[src/rtl/perf_mon.sv]
`default_nettype none
// +--------------------------------------------------------------------------+
// | perf_mon : busy-cycle performance counters with EVB register access.      |
// | Define PERF_MON_IRQ_EN for the THRESH register and irq output. Rev 1.0    |
// +--------------------------------------------------------------------------+
module perf_mon #(
  parameter int CH    = 4,
  parameter int CNT_W = 32
) (
  input  logic          clk,
  input  logic          rst_n,
  input  logic          ready,
  input  logic [CH-1:0] busy,
  input  logic          evb_cmd_request,
  input  logic [3:0]    evb_cmd_addr,
  input  logic [1:0]    evb_cmd_wr_mask,
  input  logic [31:0]   evb_cmd_wr_data,
  output logic          evb_cmd_finish,
  output logic [31:0]   evb_cmd_rd_data
`ifdef PERF_MON_IRQ_EN
  ,
  output logic          irq
`endif
);

  localparam logic [CNT_W-1:0] CNT_MAX  = '1;
  localparam logic [CNT_W-1:0] CNT_ONE  = 1;
  localparam logic [3:0]       A_CTRL   = 4'd0;
  localparam logic [3:0]       A_TOTAL  = 4'd1;
  localparam logic [3:0]       A_THRESH = 4'd14;
  localparam logic [3:0]       A_STATUS = 4'd15;

  logic                      req_seen, accept, wr, rd, ctrl_wr, clr, snap, en, count_en;
  logic [CNT_W-1:0]          total, total_snap, total_next, thresh;
  logic                      total_ovf, irq_pend;
  logic [CH-1:0]             ch_ovf;
  logic [CH-1:0][CNT_W-1:0]  ch_snap;
  logic [31:0]               status, rd_mux;
  logic                      unused_wr_data;

  assign accept     = evb_cmd_request & ~req_seen;
  assign wr         = accept & (evb_cmd_wr_mask != 2'b00);
  assign rd         = accept & (evb_cmd_wr_mask == 2'b00);
  assign ctrl_wr    = wr & (evb_cmd_addr == A_CTRL);
  assign clr        = ctrl_wr & evb_cmd_wr_data[1];
  assign snap       = ctrl_wr & evb_cmd_wr_data[2];
  assign count_en   = en & ready;
  assign total_next = (total == CNT_MAX) ? total : total + CNT_ONE;
  assign unused_wr_data = ^evb_cmd_wr_data;

  // req_seen resets high: a request still held across reset release is not a new command
  always_ff @(posedge clk or negedge rst_n) begin
    if (!rst_n) begin
      req_seen        <= 1'b1;
      evb_cmd_finish  <= 1'b0;
      evb_cmd_rd_data <= '0;
      en              <= 1'b0;
    end else begin
      req_seen        <= evb_cmd_request;
      evb_cmd_finish  <= accept;
      evb_cmd_rd_data <= rd ? rd_mux : '0;
      if (ctrl_wr) en <= evb_cmd_wr_data[0];
    end
  end

  always_ff @(posedge clk or negedge rst_n) begin
    if (!rst_n) begin
      total      <= '0;
      total_snap <= '0;
      total_ovf  <= 1'b0;
    end else begin
      if (snap) total_snap <= total;
      if (clr || !ready)  total <= '0;
      else if (count_en)  total <= total_next;
      if (clr) total_ovf <= 1'b0;
      else if (count_en && (total == CNT_MAX)) total_ovf <= 1'b1;
    end
  end

  for (genvar i = 0; i < CH; i++) begin : g_ch
    logic [CNT_W-1:0] cnt, cnt_snap;
    logic             ovf, hit;
    assign hit = count_en & busy[i];
    always_ff @(posedge clk or negedge rst_n) begin
      if (!rst_n) begin
        cnt      <= '0;
        cnt_snap <= '0;
        ovf      <= 1'b0;
      end else begin
        if (snap) cnt_snap <= cnt;
        if (clr || !ready) cnt <= '0;
        else if (hit && (cnt != CNT_MAX)) cnt <= cnt + CNT_ONE;
        if (clr) ovf <= 1'b0;
        else if (hit && (cnt == CNT_MAX)) ovf <= 1'b1;
      end
    end
    assign ch_snap[i] = cnt_snap;
    assign ch_ovf[i]  = ovf;
  end

`ifdef PERF_MON_IRQ_EN
  // A threshold crossing wins over a same-cycle acknowledge so no event is lost
  always_ff @(posedge clk or negedge rst_n) begin
    if (!rst_n) begin
      thresh   <= '0;
      irq_pend <= 1'b0;
    end else begin
      if (wr && (evb_cmd_addr == A_THRESH)) thresh <= evb_cmd_wr_data[CNT_W-1:0];
      if (count_en && !clr && (thresh != '0) && (total_next == thresh))
        irq_pend <= 1'b1;
      else if (clr || (wr && (evb_cmd_addr == A_STATUS) && evb_cmd_wr_data[16]))
        irq_pend <= 1'b0;
    end
  end
  assign irq = irq_pend;
`else
  assign thresh   = '0;
  assign irq_pend = 1'b0;
`endif

  always_comb begin
    status          = '0;
    status[CH-1:0]  = ch_ovf;
    status[15]      = total_ovf;
    status[16]      = irq_pend;
  end

  always_comb begin
    rd_mux = '0;
    case (evb_cmd_addr)
      A_CTRL:   rd_mux[0]         = en;
      A_TOTAL:  rd_mux[CNT_W-1:0] = total_snap;
      A_THRESH: rd_mux[CNT_W-1:0] = thresh;
      A_STATUS: rd_mux            = status;
      default: begin
        for (int i = 0; i < CH; i++)
          if (evb_cmd_addr == 4'(i + 2)) rd_mux[CNT_W-1:0] = ch_snap[i];
      end
    endcase
  end

endmodule
`default_nettype wire

[config.mk]
export PLATFORM = sky130hd
export DESIGN_NAME = perf_mon
export DESIGN_NICKNAME = d
export VERILOG_FILES = /design/src/rtl/perf_mon.sv
export SDC_FILE = /design/constraint.sdc
export NUM_CORES = 1
export LEC_CHECK = 0
export CAP_MARGIN = 20
export CORE_ASPECT_RATIO = 1.2
export CORE_MARGIN = 2
export CORE_UTILIZATION = 45
export CTS_BUF_LIST = sky130_fd_sc_hd__clkbuf_2
export DETAILED_ROUTE_END_ITERATION = 12
export PLACE_DENSITY_LB_ADDON = 0.08
export SYNTH_ARGS = -nofsm -noshare
export SYNTH_HDL_FRONTEND = slang
export SYNTH_SLANG_ARGS = --single-unit
[constraint.sdc]
create_clock -name clk -period 2.1 [get_ports clk]
set_input_delay 0.42 -clock clk [delete_from_list [all_inputs] [get_ports clk]]
set_output_delay 0.42 -clock clk [all_outputs]
set_load 0.005 [all_outputs]
==> run metrics, run 1 <==
post-synthesis cell area 0.0171 mm2; largest family of logic cells by synthesized area simple AND/OR/NAND/NOR gates; vias in the first global route 14,441; Remaining DRCs 0; register area share after synthesis 0.527; startpoint types flop; Cell Chain, Critical Path ha_1 -> and3_2 -> and2_1 -> a211o_4 -> or4_1 -> a21oi_1; Iteration-0 DRC Markers 1,011; area delta synth->final 25.2%; RSZ-0062 raised after global routing true; EDFF count, synth 0; Unique masters post-synth 68; Pins Over Slew Limit 0; simple-gate portion of the synthesized area 0.181; Hold Vio Cnt, Final 0; synth warn 0; Via density 5.77; Max Cap Viol 0; complex-gate fraction of the synthesized area 0.135; outcome finished, final reports clean; core area 0.0377 mm2; Port Buf Inserts 49; TritonCTS Buffers 96; Crit path arrival time 3.04 ns; Final Skew 0.0419 ns; initial antenna violation count 1; FMAX 0.479 GHz; most common cell after layout, fill and taps aside dfrtp_1; Synth Area in Adders 0.00366; Slew headroom 0.559; Die Y-Extent between 200 and 250 um; Worst EP required 3.05 ns; Worst-Skew Late Latency 1.02 ns; Routed WL per cell between 20 and 25 um; crit path max fanout 12; GR Overflow Total 0; commonest cells after routing, fill and taps aside 359 x dfrtp_1, 273 x buf_4, 147 x mux2_2; P_leak 9.84 nW; clk slew on worst S/H paths 0.11 ns; post-synth top area share 0.526; HPWL after DPL about 37 mm; post-synthesis mux area share 0.109; Routed Antenna Nets 0; clock buffer depth 3; hold slack between 0.1 and 0.15 ns; first-pass GRT wire length a little over 80 mm; Die Area 0.0395 mm2; Main synth FF type dfrtp_1; Rows 78; htree depth 3; clock sinks 360; Buf/Inv on CP 0; Cells after Synth ~1,600; R2R cell count 6; Post-DP Area 0.0204 mm2; largest net degree at the start of global routing 57; CP Depth 6; Hold WC Path Type primary input to flop; Final setup viols 0; Synth area leaders dfrtp_1 53%, mux2_2 9.7%, a21oi_1 3.7%; final period utilization 0.994; Initial DRT Pass Iterations 5; worst vdd ir 0.412 mV; Largest stage delay, worst path 0.40 ns; Pwr per Cell Area between 500 and 600 mW/mm2; Period minus WS final 2.09 ns; crit path kind flop to flop; XOR/XNOR share of the synthesized area 0.0164; worst slew pin tran 0.661 ns; Synth area leader dfrtp_1; Max stage delay cell, worst path dfrtp_1; WHS Path Cells 3; DR vias between 10,000 and 15,000; io pins between 70 and 80; layout cell share with drive strength beyond 1 0.334; Crit. End Element flop; Finished Cell Area 0.0214 mm2; Root Driver clkbuf_2; Syn Area/Cell 10.6 um2; TritonCTS clock tree done; initial core utilization 0.454; Synth Net Count between 1,500 and 2,000; ys async rst share 1.00; Nets 2,017; Routed WL 51.7 mm; CP delay by family, top simple AND/OR/NAND/NOR gates; GR Util All Layers 0.266; Die W around 180 um; GPL Wtd Cong 0.905; number of synthesized register bits 360
where the power goes:
part	switching, mW	total, mW	internal [mW]
combinational	0.438	0.699	0.261
clock	3.03	5.02	1.99
sequential	0.0138	6.96	6.95
final timing paths:
path,from,endpoint,slack [ns]
max,g_ch[1].cnt[0],g_ch[1].cnt[31],0.01
max in group asynchronous,rst_n,g_ch[1].cnt_snap[19],1.19
min in group asynchronous,rst_n,g_ch[1].cnt_snap[0],0.61
min reg2reg,g_ch[0].cnt_snap[26],g_ch[0].cnt_snap[26],0.49
min,evb_cmd_wr_data[1],g_ch[2].ovf,0.14
max reg2reg,g_ch[1].cnt[0],g_ch[1].cnt[31],0.01
flip-flops by register name, summed over array words and instances (netlist names), 4 cells and up:
register	cells
g_ch.cnt_snap	128
g_ch.cnt	128
evb_cmd_rd_data	32
g_ch.ovf	4
total_snap	32
total	32
per-layer routing:
metal | track usage | wire length (um) | vias up
met5 | 0 | 0 | -
met3 | 0.0458 | 2280 | 101
met4 | 0.114 | 1750 | 0
li1 | - | - | 6807
met2 | 0.453 | 25700 | 347
met1 | 0.337 | 22000 | 7298
kinds of logic after synthesis:
family | count (synthesis)
simple gates | 560
xor+xnor | 32
fa+ha+maj | 5
compound gates | 366
buf+inv | 119
flops | 360
mux | 168
layout make-up:
| class | count | area, um2 |
|---|---|---|
| Inverter | 21 | 78.8 |
| Fill cell | 3367 | 16300 |
| Tap cell | 480 | 601 |
| Sequential cell | 360 | 9010 |
| Antenna cell | 1 | 2.50 |
| Multi-Input combinational cell | 1131 | 7790 |
| Timing Repair Buffer | 356 | 3010 |
| Clock buffer | 135 | 676 |
| Clock inverter | 38 | 209 |
synthesized netlist by cell type, types with 15 or more instances:
library cell / instances
clkbuf_1: 72
nand2_1: 139
mux2_2: 147
nor4_1: 21
dfrtp_1: 359
o21ai_0: 78
a222oi_1: 15
o31ai_1: 35
nand4_1: 49
mux2i_1: 21
xnor2_1: 18
and4_1: 25
nor2_1: 65
a31oi_1: 19
and3_1: 32
or4_1: 37
nand3_1: 63
or3_1: 61
a22oi_1: 37
a21oi_1: 126
nand2b_1: 20
inv_1: 21
timing repair:
| item | CTS | global route |
|---|---|---|
| pin swaps | 2 | 8 |
| hold buffers | 5 | 0 |
| endpoints found under the hold margin | 363 | 0 |
| endpoints found under the setup margin | 50 | 56 |
| gates resized for setup | 141 | 23 |
| setup buffers | 1 | 12 |
stage by stage:
step           setup TNS [ns]  total power, mW  instances  utilization  setup WS [ns]
2_1_floorplan           -2.56             7.30       1610            -        -0.0840
3_3_place_gp          -101.73             7.78       2330        0.541         -0.648
3_5_place_dp          -104.21             7.78       2330        0.541         -0.661
4_1_cts               -0.0251             12.9       2509        0.563        -0.0245
5_1_grt               -0.0501             13.3       2522        0.568        -0.0222
6_report                    0             12.7       2522        0.568         0.0132
tightest hold or removal path: stages:
cell             delay [ns]
clkdlybuf4s50_1        0.48
buf_4                  0.13
a2bb2oi_1              0.06
Note: power is estimated with default switching activity, not from simulation.
==> inputs of run 2 (changes only) <==
- CAP_MARGIN: 20 -> default
==> results of run 2 <==
The final DEF is identical to that of run 1; final timing and power are the same.
==> inputs of run 3 (changes only) <==
- CTS_CLUSTER_SIZE: default -> 40
==> run metrics, run 3 (same netlist as run 1, synthesis figures left out) <==
outcome finished, final reports clean; met1 Use GR 0.338 (+0.00121); clk slew on worst S/H paths 0.11 ns (about the same); Crit path arrival time 3.05 ns (about the same); Nets 2,019 (+0.099%); Root Driver clkbuf_2; Pins Over Slew Limit 0 (unchanged); hold slack 0.134 ns (-0.00286 ns); R2R cell count 7 (+1); Routed Antenna Nets 0 (unchanged); vias in the first global route 14,419 (-0.15%); Iteration-0 DRC Markers 878 (-13%); R2R Setup Slk 0.02 ns (about the same); Worst EP required 3.07 ns (+0.02 ns); worst vdd ir 0.405 mV (-1.8%); TritonCTS Buffers 96 (unchanged); layout cell share with drive strength beyond 1 0.336 (+0.00212); Final Skew 0.0441 ns (+0.00219 ns); Die Y-Extent 217 um (unchanged); Pwr per Cell Area 592 mW/mm2 (-0.12%); Routed WL per cell 20.4 um (-0.30%); Hold WC Path Type primary input to flop; met3 Resource Use GR 0.0458 (unchanged); Crit. End Element flop; HPWL after DPL 37.2 mm (unchanged); Slew headroom 0.573 (+0.0139); fin cells 2,524 (+0.079%); final period utilization 0.988 (-0.00537); Die Area 0.0395 mm2 (unchanged); Initial DRT Pass Iterations 6 (+1); Period minus WS final 2.08 ns (-0.0113 ns); biggest regs g_ch.cnt x128, g_ch.cnt_snap x128; startpoint types flop; crit path max fanout 6 (-6); area delta synth->final 25.3%; R2R Path Start total[0]; Remaining DRCs 0 (unchanged); clock sinks 360 (unchanged); FF-to-FF End total[23]; FMAX 0.482 GHz (+0.54%); Max Cap Viol 0 (unchanged); GR Util All Layers 0.266 (about the same); initial antenna violation count 1 (unchanged); Die W 182 um (unchanged); GPL Wtd Cong 0.905 (unchanged); crit path kind flop to flop; core area 0.0377 mm2 (unchanged); Final setup viols 0 (unchanged); first-pass GRT wire length 81.5 mm (about the same); Hold Vio Cnt, Final 0 (unchanged); P_leak 9.86 nW (+0.11%); TritonCTS clock tree done; largest net degree at the start of global routing 57 (unchanged); RSZ-0062 raised after global routing true; hold path startpoint evb_cmd_wr_data[1]; GR Overflow Total 0 (unchanged); dpl cells 2,330 (unchanged); Routed WL 51.6 mm (-0.22%); Via density 5.73 (-0.70%); commonest cells after routing, fill and taps aside 359 x dfrtp_1, 274 x buf_4, 147 x mux2_2; Endpoint, Worst Hold g_ch[2].ovf; fill cell count 3,365 (-0.059%); Port Buf Inserts 49 (unchanged); worst slew pin tran 0.640 ns (-0.0209 ns); clock buffer depth 3 (unchanged); WHS Path Cells 3 (unchanged); M2 GR Usage 0.451 (-0.00166); Rows 78 (unchanged); initial core utilization 0.454 (unchanged); io pins 79 (unchanged); gr busiest metal met2; htree depth 3 (unchanged); DR vias 14,462 (-0.63%); most common cell after layout, fill and taps aside dfrtp_1; Worst-Skew Late Latency 1.03 ns (about the same)
## run 3: cell count changes in the layout (fill, tap and decap cells not counted), sizes merged
cell and delta:
buf +2
## run 3: report_power, final
group          switching [mW]  internal [mW]  total (mW)
Sequential             0.0138           6.95        6.96
Combinational           0.438          0.270       0.708
Clock                    3.02           1.99        5.01
Total                    3.47           9.21        12.7
## run 3: layer usage
layer / part of all wire / up-vias
met5: 0 / -
met4: 0.032 / 0
met3: 0.042 / 99
met2: 0.50 / 337
met1: 0.43 / 7222
li1: - / 6804
## run 3: how the worst max path moves through the flow
stage,from,to,slack (ns),cells after the start
after global routing,evb_cmd_rd_data[7],evb_cmd_rd_data[7],-0.02,1
after floorplan,evb_cmd_addr[0],g_ch[0].cnt_snap[0],-0.08,7
after CTS,evb_cmd_rd_data[7],evb_cmd_rd_data[7],-0.02,1
after global placement,ready,g_ch[0].cnt[15],-0.65,7
after detailed placement,ready,g_ch[0].cnt[26],-0.66,8
final,total[0],total[23],0.02,7
## run 3: area by class of cell
type	count	area [um2]	area share
clock buffer	135	676	0.0316
inverter	21	78.8	0.00368
clock inverter	38	209	0.00976
tap	480	601	0.0281
sequential	360	9010	0.421
timing repair buffer	358	3030	0.142
multi-input combinational	1131	7800	0.364
antenna	1	2.50	0.000117
## run 3: through the flow
stage | worst slack (ns) | TNS (ns) | utilization | total power [mW] | cell area, um2
2_1_floorplan | -0.0840 | -2.56 | - | 7.30 | 17100
3_3_place_gp | -0.648 | -101.73 | 0.541 | 7.78 | 20400
3_5_place_dp | -0.661 | -104.21 | 0.541 | 7.78 | 20400
4_1_cts | -0.0245 | -0.0251 | 0.563 | 12.9 | 21200
5_1_grt | -0.0183 | -0.0360 | 0.568 | 13.4 | 21400
6_report | 0.0245 | 0 | 0.568 | 12.7 | 21400
## run 3: what timing repair did
action	in CTS	in global routing
hold buffers	5	0
hold endpoints to repair	363	0
setup endpoints to repair	51	59
pin swaps	2	9
gates resized for setup	140	27
buffers inserted	2	13
## run 3: worst max-delay path, stage by stage (launching register included)
cell      delay, ns
dfrtp_1        0.37
buf_4          0.13
and4_1         0.23
and2_1         0.36
o211ai_1       0.22
buf_4          0.20
or4_1          0.39
a21oi_1        0.15
